==> src/rtl/seq_multiplier.sv <==
// seq_multiplier: sequential shift-add multiplier, N_BITS x N_BITS -> 2*N_BITS.
// One multiplier bit is consumed per clock. Signed operands are reduced to
// magnitudes on entry and the product sign is restored on the final step.
//
// Ports:
//   i_clk        clock, rising edge
//   i_rst_n      asynchronous active-low reset
//   i_in_valid   operands present
//   o_in_ready   block can accept operands (IDLE only)
//   i_a, i_b     multiplicand / multiplier
//   i_signed     1 = two's-complement operands, sampled with operands
//   o_out_valid  o_mult holds a finished product
//   i_out_ready  consumer accepts the product
//   o_mult       product (held until the next completed operation)
//   o_busy       high while multiplying
//
// Optional build macro: SEQ_MULT_EARLY_TERM_EN
//   When defined, finishes as soon as the remaining multiplier bits are zero.
module seq_multiplier #(
    parameter int N_BITS = 8
) (
    input  logic                  i_clk,
    input  logic                  i_rst_n,
    input  logic                  i_in_valid,
    output logic                  o_in_ready,
    input  logic [N_BITS-1:0]     i_a,
    input  logic [N_BITS-1:0]     i_b,
    input  logic                  i_signed,
    output logic                  o_out_valid,
    input  logic                  i_out_ready,
    output logic [2*N_BITS-1:0]   o_mult,
    output logic                  o_busy
);

    localparam int STEP_W = $clog2(N_BITS) + 1;

    typedef enum logic [1:0] {IDLE, RUN, DONE} state_t;

    state_t                state;
    logic [2*N_BITS-1:0]   mcand;
    logic [2*N_BITS-1:0]   acc;
    logic [2*N_BITS-1:0]   acc_sum;
    logic [N_BITS-1:0]     mplier;
    logic [N_BITS-1:0]     mplier_shr;
    logic [N_BITS-1:0]     mag_a;
    logic [N_BITS-1:0]     mag_b;
    logic [STEP_W-1:0]     step;
    logic                  neg;
    logic                  last_step;

    always_comb begin
        o_in_ready = (state == IDLE) && i_rst_n;
        // |-2^(N-1)| = 2^(N-1) still fits the unsigned N-bit magnitude.
        mag_a      = (i_signed && i_a[N_BITS-1]) ? -i_a : i_a;
        mag_b      = (i_signed && i_b[N_BITS-1]) ? -i_b : i_b;
        acc_sum    = acc + (mplier[0] ? mcand : '0);
        mplier_shr = mplier >> 1;
`ifdef SEQ_MULT_EARLY_TERM_EN
        last_step  = (step == STEP_W'(N_BITS - 1)) || (mplier_shr == '0);
`else
        last_step  = (step == STEP_W'(N_BITS - 1));
`endif
    end

    always_ff @(posedge i_clk or negedge i_rst_n) begin
        if (!i_rst_n) begin
            state       <= IDLE;
            mcand       <= '0;
            acc         <= '0;
            mplier      <= '0;
            step        <= '0;
            neg         <= 1'b0;
            o_mult      <= '0;
            o_out_valid <= 1'b0;
            o_busy      <= 1'b0;
        end else begin
            case (state)
                IDLE: begin
                    // o_in_ready is 1 here, so i_in_valid alone is the handshake.
                    if (i_in_valid) begin
                        mcand  <= {{N_BITS{1'b0}}, mag_a};
                        mplier <= mag_b;
                        neg    <= i_signed & (i_a[N_BITS-1] ^ i_b[N_BITS-1]);
                        acc    <= '0;
                        step   <= '0;
                        o_busy <= 1'b1;
                        state  <= RUN;
                    end
                end
                RUN: begin
                    acc    <= acc_sum;
                    mplier <= mplier_shr;
                    mcand  <= mcand << 1;
                    step   <= step + STEP_W'(1);
                    if (last_step) begin
                        // Negating a zero sum yields zero, so 0 is never signed.
                        o_mult      <= neg ? -acc_sum : acc_sum;
                        o_out_valid <= 1'b1;
                        o_busy      <= 1'b0;
                        state       <= DONE;
                    end
                end
                DONE: begin
                    if (i_out_ready) begin
                        o_out_valid <= 1'b0;
                        state       <= IDLE;
                    end
                end
                default: state <= IDLE;
            endcase
        end
    end

endmodule

==> config.mk <==
export PLATFORM = sky130hd
export DESIGN_NAME = seq_multiplier
export DESIGN_NICKNAME = d
export VERILOG_FILES = /design/src/rtl/seq_multiplier.sv
export SDC_FILE = /design/constraint.sdc
export NUM_CORES = 1
export LEC_CHECK = 0
export CORE_MARGIN = 2
export CORE_UTILIZATION = 43
export DETAILED_ROUTE_END_ITERATION = 7
export REMOVE_ABC_BUFFERS = 1
export SLEW_MARGIN = 25
export SYNTH_ARGS = -nofsm -noshare
export SYNTH_HDL_FRONTEND = slang
export SYNTH_SLANG_ARGS = --single-unit
==> constraint.sdc <==
create_clock -name i_clk -period 5.9 [get_ports i_clk]
set_clock_uncertainty 0.1 [all_clocks]
set_input_delay 1.18 -clock i_clk [delete_from_list [all_inputs] [get_ports i_clk]]
set_output_delay 1.18 -clock i_clk [all_outputs]
set_load 0.005 [all_outputs]
==> metrics.txt <==
run status completed; first-pass iteration count of the detailed router 5; Avg Synthesized Cell Area 8.77 µm²; Cell Rows 35; core area 0.00920 mm²; ordered cell list for the critical path and2_1 -> ha_1 -> fa_1 -> a21o_1 -> a221oi_2 -> xnor2_1 -> nand4b_4 -> or2_0 -> or3_4 -> o41ai_2 -> xnor2_1 -> o21ai_1; boundary pin count 40; class of the worst hold path reg -> reg; endpoints failing hold 0; CTS resizes 0; leading cell type in the layout, fill and taps excluded nand2_1; routed length per placed instance 14.0 µm; total overflow reported by the global router 0; insertion delay to the later sink of the worst-skew pair about 0.35 ns; Max stage delay cell, worst path dfrtp_1; Peak VDD IR 174 µV; overall routing resource usage 18.5%; data arrival time at the worst-slack endpoint 3.78 ns; final cell utilization of the core 52.2%; Iter 0 DRT Violations 95; worst slew margin relative to its limit 45.4%; clock tree root buffer cell clkbuf_8; post-layout total power 2600 µW; share of cells above drive strength 1 under 10%; DRC Markers 0; crit path max fanout 17; cell taking the most area after synthesis dfrtp_1; # nets final 538; top_reg_cell synth dfrtp_1; die outline width 101 µm; sequential-to-total area share from yosys stat 40.1%; synthesized-area fraction occupied by ao, oa, aoi and oai cells 20.9%; Async S/R FF share, synth 100%; adder-cell share of the synthesized area approximately 6.3%; starting density of the core between 40% and 50%; first-pass GRT wire length roughly 15000 µm; Slowest Stage Delay on Critical Path 0.52 ns; static leakage 0.00212 µW; maximum number of pins on one net before global-route repair 66; number of max-cap violations 0; quantity of I/O buffers inserted on ports 39; layout overhead on the synthesized area 18.2%; Worst Setup Slack, final 2.23 ns; count of cell types in the netlist 53; Setup crit start kind flop; CP Class reg -> reg; minimum period implied by the final worst setup slack 3.67 ns; number of routed nets with antenna violations 0; share of the synthesized area in the top cell type 40.1%; setup fix buffers added after clock tree synthesis 0; Post-Place Worst Slack roughly 2.2 ns; CP dominant cell by count xnor2_1; EDFF count, synth 0; number of hold buffers added after cts 0; clock slew at the register clock pins of the worst setup and hold paths roughly 0.07 ns; fmax 273 MHz; Period Utilization, post-route about 62%; antenna cell count 0; total of flip-flops plus latches after synthesis 65; number of levels the H-tree was split into 3; overall via count from detail_route 3328; YS warnings 0; transition at the pin with the smallest max-transition slack 0.819 ns; die height 101 µm; Clock Path Buffers 2; Pwr per Cell Area 542 mW/mm²; Total Wirelength 8610 µm; Inserted Clock Buffers 9; setup violators final 0; top cells by area in the synthesized netlist dfrtp_1 (40%), o21ai_0 (7.3%), nand2_1 (6.2%); Post-Syn Area ~0.0041 mm²; main combinational cell family by area after synthesis compound AO/OA/AOI/OAI gates; commonest cells after routing, fill and taps aside nand2_1 (66), dfrtp_1 (65), o21ai_0 (59); CTS tree built; post-synthesis share of cell area spent on and, or, nand and nor gates about a fifth; hpwl dp 6300 µm; via count of the first global-routing pass 3197; number of antenna violations at the first check in global routing 0; accumulated negative setup slack 0 ns; final-report max-slew violation count 0; kind of end point of the critical path flop; share of synthesized area spent on multiplexers ~1.6%; vias per inst 5.43; final estimated routing congestion in global placement 0.837; share of the synthesized netlist area taken by xor and xnor gates under 10%; unrepaired setup endpoints after global routing no; Die Outline Area 0.0102 mm²; critical path required time between 6 and 7 ns; count of clock tree sinks 65; number of standard cells after synthesis 463
==> stage by stage <==
stage / std cells / hold slack (ns) / instance area, µm²
floorplan: 442 / 0.356 / 3980
finish: 613 / 0.375 / 4800
CTS: 613 / 0.385 / 4800
detailed placement: 597 / 0.367 / 4560
global route: 613 / 0.411 / 4800
global placement: 596 / 0.358 / 4540
==> worst paths after layout <==
check | from | end | slack [ns] | cells past startpoint
worst max-delay path | mplier[0]$_DFFE_PN0P_ | o_mult[14]$_DFFE_PN0P_ | 2.23 | 12
worst min-delay path | o_mult[5]$_DFFE_PN0P_ | o_mult[5]$_DFFE_PN0P_ | 0.38 | 2
max in group asynchronous | i_rst_n | acc[8]$_DFFE_PN0P_ | 4.18 | 2
min in group asynchronous | i_rst_n | o_busy$_DFFE_PN0P_ | 0.99 | 2
worst max register to register | mplier[0]$_DFFE_PN0P_ | o_mult[14]$_DFFE_PN0P_ | 2.23 | 12
worst min register to register | o_mult[5]$_DFFE_PN0P_ | o_mult[5]$_DFFE_PN0P_ | 0.38 | 2
==> cell families (layout without fill, tap and decap cells) <==
family                   after synthesis  count (layout)
AND/OR/NAND/NOR                      163             163
AO/OA/AOI/OAI                        134             134
flip-flops                            65              65
XOR/XNOR                              38              38
buffers and inverters                 37              76
adder cells (fa/ha/maj)               20              20
multiplexers                           6               6
==> critical path: cells and delay by family (launching register included) <==
kind            cells  cell delay (ns)
flops               1             0.52
fa+ha+maj           2             0.62
compound gates      4             0.92
xor+xnor            2             0.34
simple gates        4             1.03
==> state kept, by name, summed over array words and instances, names as in the netlist <==
register	flops
mcand	16
neg	1
o_busy	1
step	4
o_out_valid	1
state	2
acc	16
o_mult	16
mplier	8
==> metal layers <==
metal	GRT usage (%)	wire (µm)
met5	0	0
met4	7.80	164
met3	2.90	243
met2	28.8	3890
met1	25.7	4310
==> Yosys cell counts, types with 2 or more instances <==
| cell | instances |
|---|---|
| a22o_1 | 2 |
| nor2b_1 | 3 |
| o21ai_0 | 59 |
| xor2_1 | 8 |
| xnor2_2 | 2 |
| ha_1 | 19 |
| nand3_1 | 26 |
| and3_1 | 2 |
| a21o_1 | 7 |
| nand4_1 | 3 |
| mux2i_1 | 4 |
| nor3_1 | 6 |
| xnor2_1 | 28 |
| clkbuf_1 | 21 |
| a21oi_1 | 15 |
| or2_2 | 3 |
| inv_1 | 16 |
| o21ai_1 | 11 |
| a31oi_1 | 3 |
| dfrtp_1 | 65 |
| and2_1 | 18 |
| nand2b_1 | 5 |
| a22oi_1 | 14 |
| nand2_1 | 67 |
| nor2_1 | 24 |
| a22o_2 | 2 |
| o31ai_1 | 4 |
==> where the power goes <==
group	switching (µW)	internal (µW)
Clock	183	281
Combinational	754	607
Sequential	137	635
==> layout make-up <==
type | instances | area (µm²)
clock buffer | 9 | 124
clock inverter | 7 | 118
fill | 874 | 4400
inverter | 16 | 60.1
multi-input combinational | 361 | 2300
sequential | 65 | 1630
tap | 111 | 139
timing repair buffer | 44 | 430
(Power assumes the default switching activity.)
==> edit 1, RTL diff (same flow settings) <==
The option `SEQ_MULT_EARLY_TERM_EN` is turned on by a define.
--- a/src/rtl/seq_multiplier.sv
+++ b/src/rtl/seq_multiplier.sv
@@ -16,6 +16,8 @@
 //
 // Optional build macro: SEQ_MULT_EARLY_TERM_EN
 //   When defined, finishes as soon as the remaining multiplier bits are zero.
+`define SEQ_MULT_EARLY_TERM_EN
+
 module seq_multiplier #(
     parameter int N_BITS = 8
 ) (
Check against the original RTL: not equivalent (a bounded check fails within 4 cycles, from zero or initial values and one cycle with i_rst_n low).
==> edit 1 against the unedited design <==
Via count up 1.3%; non-clock buffer count unchanged; cell area up 0.86%; area after synthesis up 0.49%; sequential cell count unchanged; critical path type unchanged; synthesized cell count unchanged; total power up 3.2%; setup slack worse by 0.42 ns; wire length up 5.2%.
==> edit 1: results (changes against the unedited design) <==
| Metric | Value |
|---|---|
| Outcome | finished, final reports clean |
| Met1 Usage GRT | 0.262 (+0.00488) |
| Pre-CTS setup slack | 1.96 ns (-0.262 ns) |
| Placed Cells | 617 (+3.4%) |
| GP Congestion | 0.832 (-0.57%) |
| CP Capture Point | o_mult[15] |
| DR pass1 iterations | 4 (-1) |
| Layout cells sized above 1 | 0.0774 (-0.00230) |
| Crit path time final | 4.08 ns (+0.415 ns) |
| DR vias | 3372 (+1.3%) |
| Synthesized area per cell | 8.81 sq um (+0.49%) |
| R2R Setup Slk | 1.82 ns (-0.42 ns) |
| Crit path max-delay family | compound AO/OA/AOI/OAI gates |
| Main area contributors after synthesis | dfrtp_1, o21ai_0, nand2_1, ha_1, xnor2_1 |
| Relative slew slack | 0.411 (-0.0430) |
| Layout net count | 540 (+0.37%) |
| Peak supply drop | 0.172 mV (-0.90%) |
| Met2 Usage GRT | 0.311 (+0.0224) |
| Total track usage | 0.194 (+0.00902) |
| Post-synthesis xor/xnor area fraction | 0.0807 (-0.00502) |
| Post-Layout Cell Count | 633 (+3.3%) |
| Post-synthesis cell type count | 54 (+1.9%) |
| Grt met3 use | 0.0324 (+0.00345) |
| Synth Area in Compound Gates | 0.224 (+0.0158) |
| Pleak | 2.08 nW (-1.8%) |
| Met3 WL | 305 um (+26%) |
| Net Sw Frac | 0.426 (+0.0128) |
| Post-synthesis mux area share | 0.00981 (-0.00621) |
| Sequential-to-total area share from yosys stat | 0.399 (-0.00197) |
| DP Wirelength | 6490 um (+3.0%) |
| Vias in the first global route | 3292 (+3.0%) |
| Area after DPL | 0.00459 sq mm (+0.74%) |
| Routed length on met1 | 4420 um (+2.6%) |
| R2R cell count | 11 (-1) |
[edit 1: power groups by stage]
stage	sequential (mW)	combinational (mW)	clock (mW)
6_report	0.788	1.42	0.473
5_1_grt	0.821	1.62	0.504
4_1_cts	0.790	1.43	0.486
3_5_place_dp	0.798	1.42	0
3_3_place_gp	0.789	1.40	0
2_1_floorplan	0.762	1.01	0
[edit 1: cell type report]
cell class	count	area, sq um	area share
multi-input combinational	370	2340	0.485
clock buffer	9	124	0.0256
inverter	9	33.8	0.00698
sequential	65	1630	0.336
clock inverter	7	125	0.0259
timing repair buffer	44	423	0.0874
tap	129	161	0.0334
[edit 1: worst min path at each step]
stage,from,end,slack (ns),cells after the start
after detailed placement,o_busy,o_busy,0.36,2
after CTS,o_busy,o_busy,0.38,2
final,o_busy,o_busy,0.38,2
after global placement,o_busy,o_busy,0.36,2
after global routing,o_mult[10],o_mult[10],0.41,2
after floorplan,acc[8],acc[8],0.36,2
==> edit 2, RTL diff (config.mk and constraints unchanged) <==
Made on the original files. The 3 states of `state_t` get a one-hot encoding in 3 bits.
--- a/src/rtl/seq_multiplier.sv
+++ b/src/rtl/seq_multiplier.sv
@@ -34,7 +34,7 @@
 
     localparam int STEP_W = $clog2(N_BITS) + 1;
 
-    typedef enum logic [1:0] {IDLE, RUN, DONE} state_t;
+    typedef enum logic [2:0] {IDLE = 3'b001, RUN = 3'b010, DONE = 3'b100} state_t;
 
     state_t                state;
     logic [2*N_BITS-1:0]   mcand;
Function: same outputs for any inputs over 4 cycles, from zero or initial values and one cycle with i_rst_n low; so few cycles prove little.
==> edit 2 against the unedited design <==
Wire length grew 3.6%; total power shrank 25%; highest routed layer unchanged; setup slack gained 0.026 ns; cell area grew 0.47%; area after synthesis grew 2.0%; synthesized cell count grew 0.65%; critical path depth shrank 1; sequential cell count grew 1.
==> edit 2: results (changes against the unedited design) <==
| Metric | Value |
|---|---|
| Synthesized area per cell | 8.89 sq um (+1.4%) |
| Slew of the pin with the lowest slew margin | 0.844 ns (+0.0244 ns) |
| CP Capture Point | o_mult[15] |
| Biggest regs | acc x16, mcand x16, o_mult x16 |
| Initial DRC Count | 109 (+15%) |
| Antenna violations before repair | 0 (unchanged) |
| Diode count | 0 (unchanged) |
| Worst-skew pair later-pin latency | 0.34 ns |
| H-tree level count | 3 (unchanged) |
| Sequential-to-total area share from yosys stat | 0.399 (-0.00164) |
| Post-CTS Setup Bufs | 0 (unchanged) |
| R2R cell count | 11 (-1) |
| Layout net count | 533 (-0.93%) |
| First-pass GRT wire length | 15400 um (+2.7%) |
| Outcome | finished, final reports clean |
| Layout cells sized above 1 | 0.0805 (+0.000802) |
| Worst Setup Start Kind | flop |
| Ys Warns | 0 (unchanged) |
| Crit path DAT | 3.77 ns (about the same) |
| Final Cell Area | 0.00482 sq mm (+0.47%) |
| Post-synthesis cell type count | 60 (+13%) |
| DR vias | 3334 (+0.18%) |
| Min-delay worst type | reg -> reg |
| Pleak | 2.12 nW (-0.15%) |
| Main area contributors after synthesis | dfrtp_1, o21ai_0, nand2_1, ha_1, xnor2_1 |
| Largest net degree at the start of global routing | 67 (+1.5%) |
| Most frequent cells after synthesis | nand2_1, dfrtp_1, o21ai_0, nand3_1, xnor2_1 |
| Clock-pin slew on the worst setup and hold paths | 0.08 ns |
| Total track usage | 0.188 (+0.00344) |
| Layout filler cell count | 915 (+4.7%) |
| Root Buffer | clkbuf_8 |
| Peak supply drop | 0.274 mV (+58%) |
| R2R Path Start | mplier[0] |
| GP Congestion | 0.919 (+9.8%) |
| Post_cts resized | 0 (unchanged) |
| Buffer depth of the longest clock path | 2 (unchanged) |
| Crit-path max FO | 17 (unchanged) |
| Placed Cells | 610 (+2.2%) |
| Post-Layout Cell Count | 626 (+2.1%) |
| Area after DPL | 0.00458 sq mm (+0.49%) |
| Routed length per instance | 14.2 um (+1.4%) |
| DR pass1 iterations | 4 (-1) |
| R2R Setup Slk | 2.26 ns (+0.03 ns) |
| Ys async rst share | 1.00 (unchanged) |
| TritonCTS buffer count | 9 (unchanged) |
| Vias in the first global route | 3239 (+1.3%) |
| DP Wirelength | 6330 um (+0.34%) |
| Number of port buffers | 39 (unchanged) |
[edit 2: cell types whose count changed after synthesis, moves of 4 or more]
cell     before  now
a21oi_1      15   19
nand3_1      26   35
o21ai_1      11    1
xor2_1        8   12
[edit 2: worst max-delay path, stage by stage (launching register included)]
cell	delay (ns)
dfrtp_1	0.54
and2_1	0.23
ha_1	0.22
fa_1	0.44
a211oi_1	0.31
o211ai_1	0.18
a41oi_2	0.23
xor2_1	0.37
nand2b_1	0.17
nor4_1	0.40
a2111oi_0	0.16
nand3b_1	0.19
[edit 2: metrics by stage]
stage | worst slack, ns | hold slack (ns)
finish | 2.26 | 0.377
global route | 2.05 | 0.399
CTS | 2.25 | 0.386
detailed placement | 2.25 | 0.369
global placement | 2.38 | 0.360
floorplan | 2.77 | 0.353
[edit 2: worst min-delay path by stage]
stage	slack, ns	from	to	cells past startpoint
6_report	0.38	o_mult[5]	o_mult[5]	2
5_1_grt	0.40	o_mult[4]	o_mult[4]	2
3_5_place_dp	0.37	o_mult[2]	o_mult[2]	2
2_1_floorplan	0.35	mcand[9]	mcand[10]	2
4_1_cts	0.39	o_mult[5]	o_mult[5]	2
3_3_place_gp	0.36	o_mult[7]	o_mult[7]	2
[edit 2: logic make-up (layout without fill, tap and decap cells)]
group | after synthesis | after routing | share of synthesized area
DFF | 66 | 66 | 0.399
AOI/OAI and AO/OA | 128 | 128 | 0.202
muxes | 3 | 3 | 0.00755
adders and majority gates | 20 | 20 | 0.0622
xor gates and xnor gates | 38 | 38 | 0.0822
and+or+nand+nor | 172 | 172 | 0.204
buffers and inverters | 39 | 70 | 0.0429
[edit 2: report_power, final]
group / leakage, nW / switching [mW] / internal [mW]
sequential: 0.873 / 0.0859 / 0.551
clock: 0.123 / 0.185 / 0.281
combinational: 1.12 / 0.493 / 0.363
[edit 2: final cells by class]
class | count | share of cell area
Clock buffer | 9 | 0.0257
Sequential cell | 66 | 0.343
Clock inverter | 7 | 0.0244
Inverter | 13 | 0.0101
Timing Repair Buffer | 41 | 0.0831
Tap cell | 129 | 0.0335
Multi-Input combinational cell | 361 | 0.480
[edit 2: metal layers]
metal | part of all wire | vias to the layer above | global-route usage
met4 | 0.0052 | 0 | 0.0646
met1 | 0.49 | 1560 | 0.253
met3 | 0.036 | 2 | 0.0267
met5 | 0 | - | 0
met2 | 0.47 | 67 | 0.313
li1 | - | 1705 | -
